==> src/rtl/i2c_target_pkg.sv <==
// i2c_target_pkg: shared constants for the I2C target register file.
//   - FSM state encodings (3-bit, legacy-compatible localparams)
//   - register-file geometry (REG_AW address bits, REG_DW data bits)
//   - maj3(): 2-of-3 vote used by the optional line glitch filter
package i2c_target_pkg;

  localparam int REG_AW = 4;
  localparam int REG_DW = 8;

  localparam logic [2:0] IDLE     = 3'd0;
  localparam logic [2:0] ADDR     = 3'd1;
  localparam logic [2:0] ADDR_ACK = 3'd2;
  localparam logic [2:0] WR_BYTE  = 3'd3;
  localparam logic [2:0] WR_ACK   = 3'd4;
  localparam logic [2:0] RD_BYTE  = 3'd5;
  localparam logic [2:0] RD_ACK   = 3'd6;
  localparam logic [2:0] IGNORE   = 3'd7;

  function automatic logic maj3(input logic [2:0] v);
    return (v[0] & v[1]) | (v[0] & v[2]) | (v[1] & v[2]);
  endfunction

endpackage

==> src/rtl/i2c_line_cond.sv <==
// i2c_line_cond: conditions one I2C pad line (SCL or SDA).
//   2-flop synchroniser, optional 3-sample majority filter, edge detect.
//   Build option: I2C_TARGET_GLITCH_FILTER_EN adds the majority filter
//   (rejects pulses of 1 clk or shorter, pad-to-event latency 5 clk
//   instead of 3).
// Ports:
//   clk_i    system clock
//   rst_i    asynchronous active-low reset
//   pad_i    raw pad input
//   level_o  conditioned line level
//   rise_o   one-clk pulse on a conditioned rising edge
//   fall_o   one-clk pulse on a conditioned falling edge
module i2c_line_cond (
  input  logic clk_i,
  input  logic rst_i,
  input  logic pad_i,
  output logic level_o,
  output logic rise_o,
  output logic fall_o
);

  // Flops reset to 1 (idle bus level) so leaving reset makes no edge.
  logic [1:0] sync_q;
  logic       line_s;
  logic       prev_q;

  always_ff @(posedge clk_i or negedge rst_i) begin
    if (!rst_i) sync_q <= 2'b11;
    else        sync_q <= {sync_q[0], pad_i};
  end

`ifdef I2C_TARGET_GLITCH_FILTER_EN
  logic [2:0] filt_q;

  always_ff @(posedge clk_i or negedge rst_i) begin
    if (!rst_i) filt_q <= 3'b111;
    else        filt_q <= {filt_q[1:0], sync_q[1]};
  end

  assign line_s = i2c_target_pkg::maj3(filt_q);
`else
  assign line_s = sync_q[1];
`endif

  always_ff @(posedge clk_i or negedge rst_i) begin
    if (!rst_i) prev_q <= 1'b1;
    else        prev_q <= line_s;
  end

  assign level_o = line_s;
  assign rise_o  = line_s & ~prev_q;
  assign fall_o  = ~line_s & prev_q;

endmodule

==> src/rtl/i2c_target_regfile.sv <==
// i2c_target_regfile: I2C target exposing a 16x8 register file.
//   Write: START, addr+W, pointer byte, data bytes (auto-increment).
//   Read : START, addr+R, data bytes from pointer (auto-increment).
//   Build option: I2C_TARGET_GLITCH_FILTER_EN (see i2c_line_cond).
// Ports:
//   clk_i, rst_i          system clock, async active-low reset
//   scl_pad_i, sda_pad_i  bus pad inputs
//   sda_pad_o             always 0 (open drain)
//   sda_pad_oen_o         0 pulls SDA low
//   fab_we_i/adr_i/dat_i  fabric write port (wins same-address collisions)
//   fab_dat_o             reg[fab_adr_i], combinational
//   wr_stb_o/adr_o/dat_o  one-clk strobe for each I2C data write
//   busy_o                high from START to STOP
//
// state    | meaning
// IDLE     | bus free, waiting for START
// ADDR     | shifting in address + R/W
// ADDR_ACK | driving address ACK
// WR_BYTE  | shifting in pointer/data byte
// WR_ACK   | driving data ACK
// RD_BYTE  | driving read data MSB first
// RD_ACK   | sampling master ACK/NACK
// IGNORE   | not addressed / NACKed, wait for START or STOP
module i2c_target_regfile
  import i2c_target_pkg::*;
#(
  parameter logic [6:0]        I2C_ADDR = 7'h48,
  parameter logic [REG_DW-1:0] RST_VAL  = 8'h00
) (
  input  logic              clk_i,
  input  logic              rst_i,
  input  logic              scl_pad_i,
  input  logic              sda_pad_i,
  output logic              sda_pad_o,
  output logic              sda_pad_oen_o,
  input  logic              fab_we_i,
  input  logic [REG_AW-1:0] fab_adr_i,
  input  logic [REG_DW-1:0] fab_dat_i,
  output logic [REG_DW-1:0] fab_dat_o,
  output logic              wr_stb_o,
  output logic [REG_AW-1:0] wr_adr_o,
  output logic [REG_DW-1:0] wr_dat_o,
  output logic              busy_o
);

  logic scl_lvl, scl_rise, scl_fall;
  logic sda_lvl, sda_rise, sda_fall;

  i2c_line_cond u_scl (.clk_i(clk_i), .rst_i(rst_i), .pad_i(scl_pad_i),
                       .level_o(scl_lvl), .rise_o(scl_rise), .fall_o(scl_fall));
  i2c_line_cond u_sda (.clk_i(clk_i), .rst_i(rst_i), .pad_i(sda_pad_i),
                       .level_o(sda_lvl), .rise_o(sda_rise), .fall_o(sda_fall));

  logic [REG_DW-1:0] regs_q [2**REG_AW];
  logic [2:0]        state_q, state_d;
  logic [3:0]        cnt_q, cnt_d;
  // 7 bits suffice: the 8th received bit comes straight from sda_lvl, and
  // on reads the MSB goes straight to the pad at load time.
  logic [6:0]        shift_q, shift_d;
  logic [REG_AW-1:0] ptr_q, ptr_d;
  logic              first_q, first_d;
  logic              rw_q, rw_d;
  logic              oen_q, oen_d;
  logic              busy_q, busy_d;
  logic              stb_q, stb_d;
  logic [REG_AW-1:0] wadr_q, wadr_d;
  logic [REG_DW-1:0] wdat_q, wdat_d;
  logic              i2c_we, load;
  logic [REG_DW-1:0] rx_byte, rd_data;
  logic              start_det, stop_det;

  assign start_det = scl_lvl & sda_fall;
  assign stop_det  = scl_lvl & sda_rise;
  assign rx_byte   = {shift_q, sda_lvl};
  assign rd_data   = regs_q[ptr_q];

  always_comb begin
    state_d = state_q;
    cnt_d   = cnt_q;
    shift_d = shift_q;
    ptr_d   = ptr_q;
    first_d = first_q;
    rw_d    = rw_q;
    oen_d   = oen_q;
    busy_d  = busy_q;
    stb_d   = 1'b0;
    wadr_d  = wadr_q;
    wdat_d  = wdat_q;
    i2c_we  = 1'b0;
    load    = 1'b0;
    if (start_det) begin
      state_d = ADDR;
      cnt_d   = 4'd0;
      busy_d  = 1'b1;
      oen_d   = 1'b1;
    end else if (stop_det) begin
      state_d = IDLE;
      busy_d  = 1'b0;
      oen_d   = 1'b1;
    end else begin
      case (state_q)
        ADDR: if (scl_rise) begin
          shift_d = rx_byte[6:0];
          cnt_d   = cnt_q + 4'd1;
          if (cnt_q == 4'd7) begin
            if (rx_byte[7:1] == I2C_ADDR) begin
              state_d = ADDR_ACK;
              rw_d    = rx_byte[0];
            end else begin
              state_d = IGNORE;
            end
          end
        end
        // ACK states: first SCL fall pulls SDA low, second one ends the ACK.
        ADDR_ACK: if (scl_fall) begin
          if (oen_q) begin
            oen_d = 1'b0;
          end else begin
            cnt_d = 4'd0;
            if (rw_q) begin
              state_d = RD_BYTE;
              load    = 1'b1;
            end else begin
              state_d = WR_BYTE;
              first_d = 1'b1;
              oen_d   = 1'b1;
            end
          end
        end
        WR_BYTE: if (scl_rise) begin
          shift_d = rx_byte[6:0];
          cnt_d   = cnt_q + 4'd1;
          if (cnt_q == 4'd7) begin
            state_d = WR_ACK;
            if (first_q) begin
              ptr_d   = rx_byte[3:0];
              first_d = 1'b0;
            end else begin
              i2c_we = 1'b1;
              stb_d  = 1'b1;
              wadr_d = ptr_q;
              wdat_d = rx_byte;
              ptr_d  = ptr_q + 4'd1;
            end
          end
        end
        WR_ACK: if (scl_fall) begin
          if (oen_q) begin
            oen_d = 1'b0;
          end else begin
            oen_d   = 1'b1;
            cnt_d   = 4'd0;
            state_d = WR_BYTE;
          end
        end
        // cnt counts master sample edges; cnt==0 on a fall means a fresh
        // byte is due after the master's ACK.
        RD_BYTE: begin
          if (scl_rise) begin
            cnt_d = cnt_q + 4'd1;
          end else if (scl_fall) begin
            if (cnt_q == 4'd0) begin
              load = 1'b1;
            end else if (cnt_q == 4'd8) begin
              oen_d   = 1'b1;
              state_d = RD_ACK;
            end else begin
              oen_d   = shift_q[6];
              shift_d = {shift_q[5:0], 1'b0};
            end
          end
        end
        RD_ACK: if (scl_rise) begin
          if (!sda_lvl) begin
            state_d = RD_BYTE;
            cnt_d   = 4'd0;
          end else begin
            state_d = IGNORE;
          end
        end
        default: ;
      endcase
    end
    if (load) begin
      shift_d = rd_data[6:0];
      oen_d   = rd_data[7];
      ptr_d   = ptr_q + 4'd1;
    end
  end

  always_ff @(posedge clk_i or negedge rst_i) begin
    if (!rst_i) begin
      state_q <= IDLE;
      cnt_q   <= 4'd0;
      shift_q <= 7'd0;
      ptr_q   <= '0;
      first_q <= 1'b0;
      rw_q    <= 1'b0;
      oen_q   <= 1'b1;
      busy_q  <= 1'b0;
      stb_q   <= 1'b0;
      wadr_q  <= '0;
      wdat_q  <= '0;
    end else begin
      state_q <= state_d;
      cnt_q   <= cnt_d;
      shift_q <= shift_d;
      ptr_q   <= ptr_d;
      first_q <= first_d;
      rw_q    <= rw_d;
      oen_q   <= oen_d;
      busy_q  <= busy_d;
      stb_q   <= stb_d;
      wadr_q  <= wadr_d;
      wdat_q  <= wdat_d;
    end
  end

  // Fabric write is issued last so it wins a same-address collision.
  always_ff @(posedge clk_i or negedge rst_i) begin
    if (!rst_i) begin
      for (int i = 0; i < 2**REG_AW; i++) regs_q[i] <= RST_VAL;
    end else begin
      if (i2c_we)   regs_q[ptr_q]     <= rx_byte;
      if (fab_we_i) regs_q[fab_adr_i] <= fab_dat_i;
    end
  end

  assign sda_pad_o     = 1'b0;
  assign sda_pad_oen_o = oen_q;
  assign fab_dat_o     = regs_q[fab_adr_i];
  assign wr_stb_o      = stb_q;
  assign wr_adr_o      = wadr_q;
  assign wr_dat_o      = wdat_q;
  assign busy_o        = busy_q;

endmodule

==> config.mk <==
export PLATFORM = sky130hd
export DESIGN_NAME = i2c_target_regfile
export DESIGN_NICKNAME = d
export VERILOG_FILES = /design/src/rtl/i2c_target_pkg.sv /design/src/rtl/i2c_line_cond.sv /design/src/rtl/i2c_target_regfile.sv
export SDC_FILE = /design/constraint.sdc
export NUM_CORES = 1
export LEC_CHECK = 0
export BUFFER_PORTS_ARGS = -buffer_cell sky130_fd_sc_hd__buf_2
export CORE_ASPECT_RATIO = 1.25
export CORE_MARGIN = 2
export CORE_UTILIZATION = 35
export CTS_BUF_LIST = sky130_fd_sc_hd__clkbuf_4 sky130_fd_sc_hd__clkbuf_8
export DETAILED_ROUTE_END_ITERATION = 10
export GPL_TIMING_DRIVEN = 0
export PLACE_DENSITY = 0.56
export SYNTH_ARGS = -nofsm -noshare
export SYNTH_HDL_FRONTEND = slang
export SYNTH_SLANG_ARGS = --single-unit
export TNS_END_PERCENT = 10
==> constraint.sdc <==
create_clock -name clk_i -period 2 [get_ports clk_i]
set_input_delay 0.1 -clock clk_i [delete_from_list [all_inputs] [get_ports clk_i]]
set_output_delay 0.1 -clock clk_i [all_outputs]
set_load 0.1 [all_outputs]
==> results of run 1 <==
==> area by class of cell <==
type / instances / area (um2) / share of cell area [%]
Sequential cell: 169 / 4240 / 34.26
Multi-Input combinational cell: 714 / 5991 / 48.40
Buffer: 94 / 619.3 / 5.004
Tap cell: 396 / 495.5 / 4.003
Clock buffer: 22 / 277.8 / 2.244
Clock inverter: 10 / 167.7 / 1.355
Inverter: 9 / 33.78 / 0.2729
Timing Repair Buffer: 60 / 551.8 / 4.458
==> critical path: cells and delay by family <==
| family | cells | cell delay [ns] |
|---|---|---|
| buffers and inverters | 3 | 1.08 |
| muxes | 2 | 1.05 |
==> logic make-up (layout without fill, tap and decap cells) <==
family | after synthesis | in the layout | share of synthesized area (%)
adder cells (fa/ha/maj) | 6 | 6 | 0.7156
flip-flops | 169 | 169 | 40.40
AND/OR/NAND/NOR | 301 | 301 | 14.19
other | 1 | 1 | 0.03575
buffers and inverters | 104 | 195 | 4.497
XOR/XNOR | 1 | 1 | 0.2624
multiplexers | 194 | 194 | 27.58
AO/OA/AOI/OAI | 211 | 211 | 12.32
==> worst max path at each step <==
stage	slack, ns	to	start	depth (start not counted)
finish	-0.34	fab_dat_o[7]	fab_adr_i[1]	5
global route	-0.34	fab_dat_o[3]	regs_q[3]	3
CTS	-0.31	fab_dat_o[3]	regs_q[3]	3
detailed placement	-0.92	regs_q[50]	ptr_q[1]	9
global placement	-2.05	regs_q[50]	rst_i	1
floorplan	-0.10	wr_adr_o[0]	u_sda.sync_q[1]	7
==> metal layers <==
metal  wire (um)  vias to the layer above  GRT usage [%]  part of all wire, %
li1            -                     3760              -                    -
met1       13910                     4232          28.25                   39
met2       17630                      342          38.96                   50
met3        2040                       91          3.317                  5.7
met4        2001                        0          13.69                  5.6
met5           0                        -              0                    0
==> through the flow <==
| stage | cells | worst slack, ns | hold WS [ns] | area, um2 | TNS [ns] |
|---|---|---|---|---|---|
| after global routing | 1474 | -0.3383 | 0.06526 | 12380 | -19.21 |
| after CTS | 1459 | -0.3070 | 0.03867 | 11990 | -17.86 |
| after floorplan | 987 | -0.1014 | -0.1956 | 10490 | -3.431 |
| after global placement | 1412 | -2.049 | 0.2100 | 11130 | -429.39 |
| final | 1474 | -0.3434 | 0.05413 | 12380 | -8.507 |
| after detailed placement | 1413 | -0.9242 | 0.1051 | 11170 | -94.77 |
==> repair_timing <==
item / 4_1_cts / 5_1_grt
hold buffers: 3 / 0
hold endpoints to repair: 73 / 0
resized for setup: 97 / 98
endpoints found under the setup margin: 168 / 168
setup buffers: 11 / 15
pin swaps: 42 / 23
cloned: 0 / 1
==> report_power, final <==
group          internal, W  total (W)  switching (W)
sequential         0.00416    0.00485       0.000693
clock              0.00145    0.00281        0.00136
combinational      0.00263    0.00650        0.00388
total              0.00824     0.0142        0.00593
==> sequential cells by signal, indices dropped and copies added (netlist names), 2 cells and up <==
register / count
regs_q: 128
u_sda.sync_q: 2
ptr_q: 4
state_q: 3
shift_q: 7
u_scl.sync_q: 2
wr_dat_o: 8
cnt_q: 4
wr_adr_o: 4
==> placed cells by master, fill, tap and decap left out, types with 4 or more instances in the layout <==
| master | n |
|---|---|
| mux2_2 | 4 |
| buf_2 | 28 |
| nand2_2 | 6 |
| nand3_1 | 4 |
| buf_4 | 29 |
| bufinv_16 | 4 |
| a22oi_1 | 13 |
| a21oi_1 | 64 |
| mux2_4 | 9 |
| a31oi_1 | 32 |
| buf_6 | 13 |
| clkbuf_4 | 4 |
| buf_12 | 11 |
| dfrtp_1 | 160 |
| a21o_1 | 8 |
| o31ai_1 | 5 |
| clkbuf_8 | 19 |
| clkinvlp_4 | 4 |
| nand3b_1 | 5 |
| nand3_4 | 9 |
| nand4b_1 | 5 |
| nor2b_1 | 12 |
| o21ai_1 | 48 |
| buf_8 | 8 |
| clkbuf_2 | 7 |
| inv_1 | 8 |
| mux4_2 | 72 |
| o21ai_0 | 9 |
| mux2i_1 | 108 |
| dfstp_2 | 7 |
| buf_1 | 13 |
| nand2_1 | 115 |
| clkbuf_1 | 39 |
| ha_1 | 5 |
| nand2b_1 | 10 |
| nor2_1 | 97 |
| a22oi_2 | 5 |
==> results.cfg, run 1 <==
[clock_network]
cts_buffer_depth = 2
cts_sinks = 169
cts.htree.levels = 4
clock_latency_ns = 0.50
cts_root_buffer = clkbuf_8
cts_tree = built
numCtsBuffers = 17
clk_pin_slew_ns = 0.09

[detailed_routing]
firstDrtPassIters = 8
drt_iter0_markers = 775
post-route-drc-count = 0
routedWlPerCell_um = 24.14
vias_per_cell = 5.716
drt_wl_total_um = 35580
num_vias = 8425
ant_nets = 0

[worst_setup_path]
crit_chain = buf_2 > clkbuf_1 > mux4_2 > mux4_2 > buf_8
critPathRequiredTime_ns = 1.90
r2r-end = wr_adr_o[1]
crit_path_end_kind = primary output
start_kind = input port
critPathSlowestCell = clkbuf_1
path_max_fanout = 10
critical_path.most_common_cell = mux4_2
reg2reg_depth = 7
reg2reg_slack_ns = -0.17
critPathArrivalTime_ns = 2.24
rr_startpoint = u_sda.sync_q[1]
max_stage_delay_ns = 0.64
path_class = input port to primary output

[timing]
hold_violations = 0
max_freq_mhz = 426.7
rsz0062_at_grt = true
setup_violations = 110
fin_crit_ns = 2.343
finClkSkew_ns = 0.01228
period_share_pct = 117.2
worst_slack_ns = -0.3434
slew_headroom_pct = 26.08
slew_viol_final = 0
tightest_slew_ns = 1.109

[global_route]
grt_remaining_overflow = 0
grt_pass1_vias = 8309
grt_first_pass_wirelength_um = 53320
globalRouteTotalUtil_pct = 23.08
grt_start_max_net_pins = 99
antenna_found_initial = 0

[synthesis]
ys_ff_latch = 169
synthesis.area_mm2 = 0.01049
synthFlopType = dfrtp_1
synth_edf_count = 0
syn-num-nets = 1010
synth_top_area_share_pct = 38.65
yosysUniqueCellTypes = 72
synth_most_common_cell = dfrtp_1
syn_inst = 987
ys_seq_area_share_pct = 40.40
yosysWarnings = 0
async_flop_share_pct = 100.0
synth.area.top_cells = dfrtp_1, mux4_2, mux2i_1
yosysTopAreaCell = dfrtp_1
syn_area_per_cell_um2 = 10.63
synth_commonest_cells = dfrtp_1, nand2_1, mux2i_1

[power_and_ir_drop]
peakVddDrop_mv = 0.7206
p_per_area_mw_per_mm2 = 1145
power_w = 0.01417
p_leak_nw = 5.405

[cells_and_area]
synthToLayoutAreaGrowth_pct = 17.99
antenna_cells = 0
drive_above_1_share_pct = 25.51
nNetsFinal = 1088
finalCoreUtilization_pct = 42.18
fill_cells = 2812

[floorplanning]
ioPinCount = 41
die-height_um = 197.6
fp.coreArea_mm2 = 0.02934
fp.dieW_um = 158.8
rows = 70
die_area_mm2 = 0.03138
start_util_pct = 35.75

[hold_path]
hp-class = input port to flop
worstHoldEndpoint = regs_q[11]
min_from = fab_dat_i[3]
min_path_cells = 3

[placement]
dp_hpwl_um = 25190
portBuffers = 29
gp_congestion = 0.9557

[job]
max-cap-violations = 0

[outcome]
violations = negative setup slack
status = finished, violations left
Note: power is estimated with default switching activity, not from simulation.
==> inputs of run 2 (changes only) <==
- PLACE_DENSITY: 0.56 -> 0.54
- clock period: 2 -> 2.44 ns (I/O delays scaled with it)
==> results.cfg, run 2 (synthesis results as in run 1) <==
[timing]
fin_crit_ns = 2.413
slew_headroom_pct = 20.33
hold_violations = 0
worst_slack_ns = 0.02735
max_freq_mhz = 414.5
finClkSkew_ns = 0.01794
tightest_slew_ns = 1.186
setup_violations = 0
finalHoldWorstSlack_ns = 0.07379
period_share_pct = 98.88
slew_viol_final = 0
rsz0062_at_grt = false

[placement]
dpl_worst_slack_ns = -0.4815
postPlaceCellArea_mm2 = 0.01117
gp_congestion = 0.9209
portBuffers = 29
placedCellCount = 1413
dp_hpwl_um = 25430

[floorplanning]
fp.coreArea_mm2 = 0.02934
start_util_pct = 35.75
ioPinCount = 41
die-height_um = 197.6
fp.dieW_um = 158.8
rows = 70
die_area_mm2 = 0.03138

[clock_network]
clk_pin_slew_ns = 0.10
numCtsBuffers = 17
cts_tree = built
cts.htree.levels = 4
cts_root_buffer = clkbuf_8
cts_sinks = 169
cts_buffer_depth = 2
clock_latency_ns = 0.50

[outcome]
status = finished clean

[cells_and_area]
seq_area_mm2 = 0.004238
finalCoreUtilization_pct = 39.89
final_cells = 1450
synthToLayoutAreaGrowth_pct = 11.58
largest_register_ffs = 128
nNetsFinal = 1064
layout_commonest_cell = dfrtp_1
fill_cells = 2833
layout_common_cells = dfrtp_1, nand2_1, mux2i_1
antenna_cells = 0
drive_above_1_share_pct = 20.87
multi_input_area_mm2 = 0.005811
regMostFlops = regs_q
fin_area_mm2 = 0.01171

[worst_setup_path]
crit_chain = mux4_2 > mux4_2 > buf_2
critPathRequiredTime_ns = 2.32
crit_path_end_kind = primary output
path_class = flop to primary output
critPathArrivalTime_ns = 2.29
critical_path.most_common_cell = mux4_2
start_kind = flop
critPathSlowestCell = mux4_2
path_delay_family = multiplexers
path_max_fanout = 3
critical_path_buf_inv_count = 1
max_stage_delay_ns = 0.53

[detailed_routing]
num_vias = 8323
post-route-drc-count = 0
ant_nets = 0
drt_wl_total_um = 35730
drt_iter0_markers = 865
routedWlPerCell_um = 24.64
firstDrtPassIters = 5
vias_per_cell = 5.740

[global_route]
grt_first_pass_wirelength_um = 53160
met3_usage_pct = 3.590
grt.met2_usage_pct = 40.14
antenna_found_initial = 1
busiest_layer = met2
globalRouteTotalUtil_pct = 23.24
grt_remaining_overflow = 0
grt_pass1_vias = 8100
met1_usage_pct = 28.27
grt_start_max_net_pins = 116

[power_and_ir_drop]
peakVddDrop_mv = 0.4274
p_per_area_mw_per_mm2 = 940.5
p_leak_nw = 5.188

[job]
max-cap-violations = 0

[hold_path]
hp-class = input port to flop
-- run 2: cell types whose count changed in the layout (fill, tap and decap cells not counted), moves of 10 or more --
cell	change
buf_6	-10
o21ai_1	-42
buf_12	-10
buf_4	-17
o21ai_0	+42
buf_2	+15
-- run 2: final cells by class --
type | count | area share, %
tap | 396 | 4.233
timing repair buffer | 35 | 1.988
clock buffer | 24 | 2.608
multi-input combinational | 714 | 49.64
clock inverter | 8 | 1.026
buffer | 95 | 4.009
inverter | 9 | 0.2886
sequential | 169 | 36.21
-- run 2: timing repair --
item / in CTS / in global routing
pin swaps: 1 / 2
gates resized for setup: 18 / 9
setup endpoints to repair: 109 / 96
hold buffers: 3 / 0
setup buffers: 0 / 2
hold endpoints to repair: 56 / 0
-- run 2: worst paths after layout --
check                                     start              end  slack, ns  cells after the start
worst min register to register  u_sda.sync_q[0]  u_sda.sync_q[1]       0.36                      0
min in group asynchronous                 rst_i       regs_q[15]       0.14                      2
worst max register to register  u_sda.sync_q[1]      wr_dat_o[3]       0.10                      7
worst max-delay path                 regs_q[28]     fab_dat_o[4]       0.03                      3
worst min-delay path               fab_dat_i[1]      regs_q[113]       0.07                      3
max in group asynchronous                 rst_i       regs_q[41]       1.33                      3
-- run 2: worst min-delay path, stage by stage --
cell     delay, ns
buf_1         0.22
nor2_1        0.15
a21oi_1       0.05
-- run 2: power by group --
group | internal (W) | leakage [nW] | switching, W
Combinational | 0.00180 | 3.05 | 0.00305
Clock | 0.00113 | 0.217 | 0.00109
Sequential | 0.00341 | 1.92 | 0.000531
-- run 2: metal layers --
| layer | wire (um) | share of wire (%) | vias to the layer above |
|---|---|---|---|
| li1 | - | - | 3712 |
| met1 | 14270 | 40 | 4239 |
| met2 | 17860 | 50 | 282 |
| met3 | 1786 | 5.0 | 88 |
| met4 | 1813 | 5.1 | 2 |
| met5 | 7 | 0.020 | - |
-- run 2: per-stage QoR --
step | setup TNS, ns | power (W)
after detailed placement | -34.32 | 0.008718
after CTS | 0 | 0.01099
final | 0 | 0.01101
after floorplan | 0 | 0.007067
after global placement | -305.80 | 0.008661
after global routing | 0 | 0.01149
==> inputs of run 3 (changes only) <==
- REMOVE_ABC_BUFFERS: not set -> 1
==> results.cfg, run 3 (synthesis results as in run 1) <==
[clock_network]
clock_latency_ns = 0.49
cts_root_buffer = clkbuf_8
cts.htree.levels = 4
clk_pin_slew_ns = 0.11
numCtsBuffers = 17
cts_tree = built
cts_buffer_depth = 2
cts_sinks = 169

[timing]
slew_headroom_pct = 18.94
fin_crit_ns = 2.404
setup-tns-final_ns = 0
max_freq_mhz = 416.0
worst_slack_ns = 0.03632
rsz0062_at_grt = true
slew_viol_final = 0
tightest_slew_ns = 1.213
setup_violations = 0
finClkSkew_ns = 0.01667
finalHoldWorstSlack_ns = 0.07263
hold_violations = 0
period_share_pct = 98.51

[detailed_routing]
post-route-drc-count = 0
drt_wl_total_um = 32590
num_vias = 7948
routedWlPerCell_um = 23.58
drt_iter0_markers = 632
ant_nets = 0
vias_per_cell = 5.751
firstDrtPassIters = 5

[cells_and_area]
antenna_cells = 0
synthToLayoutAreaGrowth_pct = 9.554
seq_area_mm2 = 0.004260
largest_register_ffs = 128
layout_commonest_cell = dfrtp_1
nNetsFinal = 996
fill_cells = 2858
multi_input_area_mm2 = 0.005833
drive_above_1_share_pct = 23.23
layout_common_cells = dfrtp_1, nand2_1, mux2i_1
regMostFlops = regs_q

[hold_path]
hp-class = input port to flop
min_path_cells = 3

[global_route]
grt_first_pass_wirelength_um = 49420
grt_start_max_net_pins = 111
busiest_layer = met2
globalRouteTotalUtil_pct = 21.06
met1_usage_pct = 28.03
met3_usage_pct = 3.842
grt.met2_usage_pct = 35.26
antenna_found_initial = 0
grt_pass1_vias = 7735
grt_remaining_overflow = 0

[floorplanning]
die-height_um = 197.6
start_util_pct = 35.75
fp.dieW_um = 158.8
rows = 70
die_area_mm2 = 0.03138
ioPinCount = 41
fp.coreArea_mm2 = 0.02934

[outcome]
status = finished clean

[power_and_ir_drop]
p_sw_w = 0.004527
netSwitchingFraction_pct = 43.05
peakVddDrop_mv = 0.5515
clkPwrFrac_pct = 19.2
p_per_area_mw_per_mm2 = 915.1
power_w = 0.01052
p_leak_nw = 5.030
sequentialPowerShare_pct = 43.4
p_comb_share_pct = 37.3
p_int_w = 0.005990

[job]
max-cap-violations = 0

[worst_setup_path]
reg2reg_depth = 6
reg2reg_slack_ns = 0.04
start_kind = flop
path_class = flop to flop
critPathRequiredTime_ns = 2.77
critPathArrivalTime_ns = 2.73
path_max_fanout = 18
crit_path_end_kind = flop

[placement]
portBuffers = 39
gp_congestion = 0.8706
dp_hpwl_um = 20690
dpl_worst_slack_ns = -1.308
[run 3: changes by cell type in the layout (fill, tap and decap cells not counted), moves of 4 or more]
cell      delta
buf_1       -13
clkbuf_2     -6
buf_2       -12
inv_6        +6
buf_4        +5
dfrtp_1     -10
clkbuf_1    -45
nor2b_2      +4
dfrtp_2      +9
nor2b_1      -4
[run 3: layer usage]
metal	routed length, um	part of all wire, %	vias up
li1	-	-	3584
met4	670	2.1	0
met2	15980	49	253
met3	1999	6.1	36
met5	0	0	-
met1	13940	43	4075
[run 3: through the flow]
stage | util [%] | cells | instance area, um2
floorplan | - | 892 | 10050
global placement | 36.61 | 1327 | 10740
detailed placement | 36.94 | 1331 | 10840
CTS | 38.81 | 1374 | 11390
global route | 39.17 | 1382 | 11490
finish | 39.17 | 1382 | 11490
[run 3: timing repair]
action | in CTS | in global routing
resized for setup | 23 | 18
hold buffers | 3 | 0
setup buffers | 8 | 8
hold endpoints to repair | 61 | 0
pin swaps | 6 | 2
endpoints found under the setup margin | 151 | 128
[run 3: critical path, stage by stage, from the launching register on]
cell     delay, ns
dfrtp_4       0.65
inv_1         0.17
ha_1          0.16
nor2b_2       0.48
nand3_1       0.48
nand2_1       0.20
a31oi_1       0.10
[run 3: power by group through the flow]
stage	clock [W]	sequential [W]	combinational, W
2_1_floorplan	0	0.00424	0.00262
3_3_place_gp	0	0.00473	0.00359
3_5_place_dp	0	0.00459	0.00384
4_1_cts	0.00208	0.00455	0.00388
5_1_grt	0.00218	0.00470	0.00418
6_report	0.00202	0.00457	0.00393
[run 3: layout make-up]
| class | instances | share of cell area (%) |
|---|---|---|
| well taps | 396 | 4.311 |
| repair buffers | 62 | 4.279 |
| multi-input cells | 714 | 50.76 |
| clock buffers | 18 | 2.101 |
| flip-flops and latches | 169 | 37.07 |
| clock inverters | 14 | 1.187 |
| inverters | 9 | 0.2940 |
[run 3: worst paths after layout]
kind                                    to            start
setup / recovery                regs_q[12]         ptr_q[0]
hold / removal                  regs_q[96]     fab_dat_i[0]
setup reg to reg                regs_q[12]         ptr_q[0]
hold reg to reg            u_sda.sync_q[1]  u_sda.sync_q[0]
max in group asynchronous       state_q[2]            rst_i
min in group asynchronous      wr_dat_o[1]            rst_i
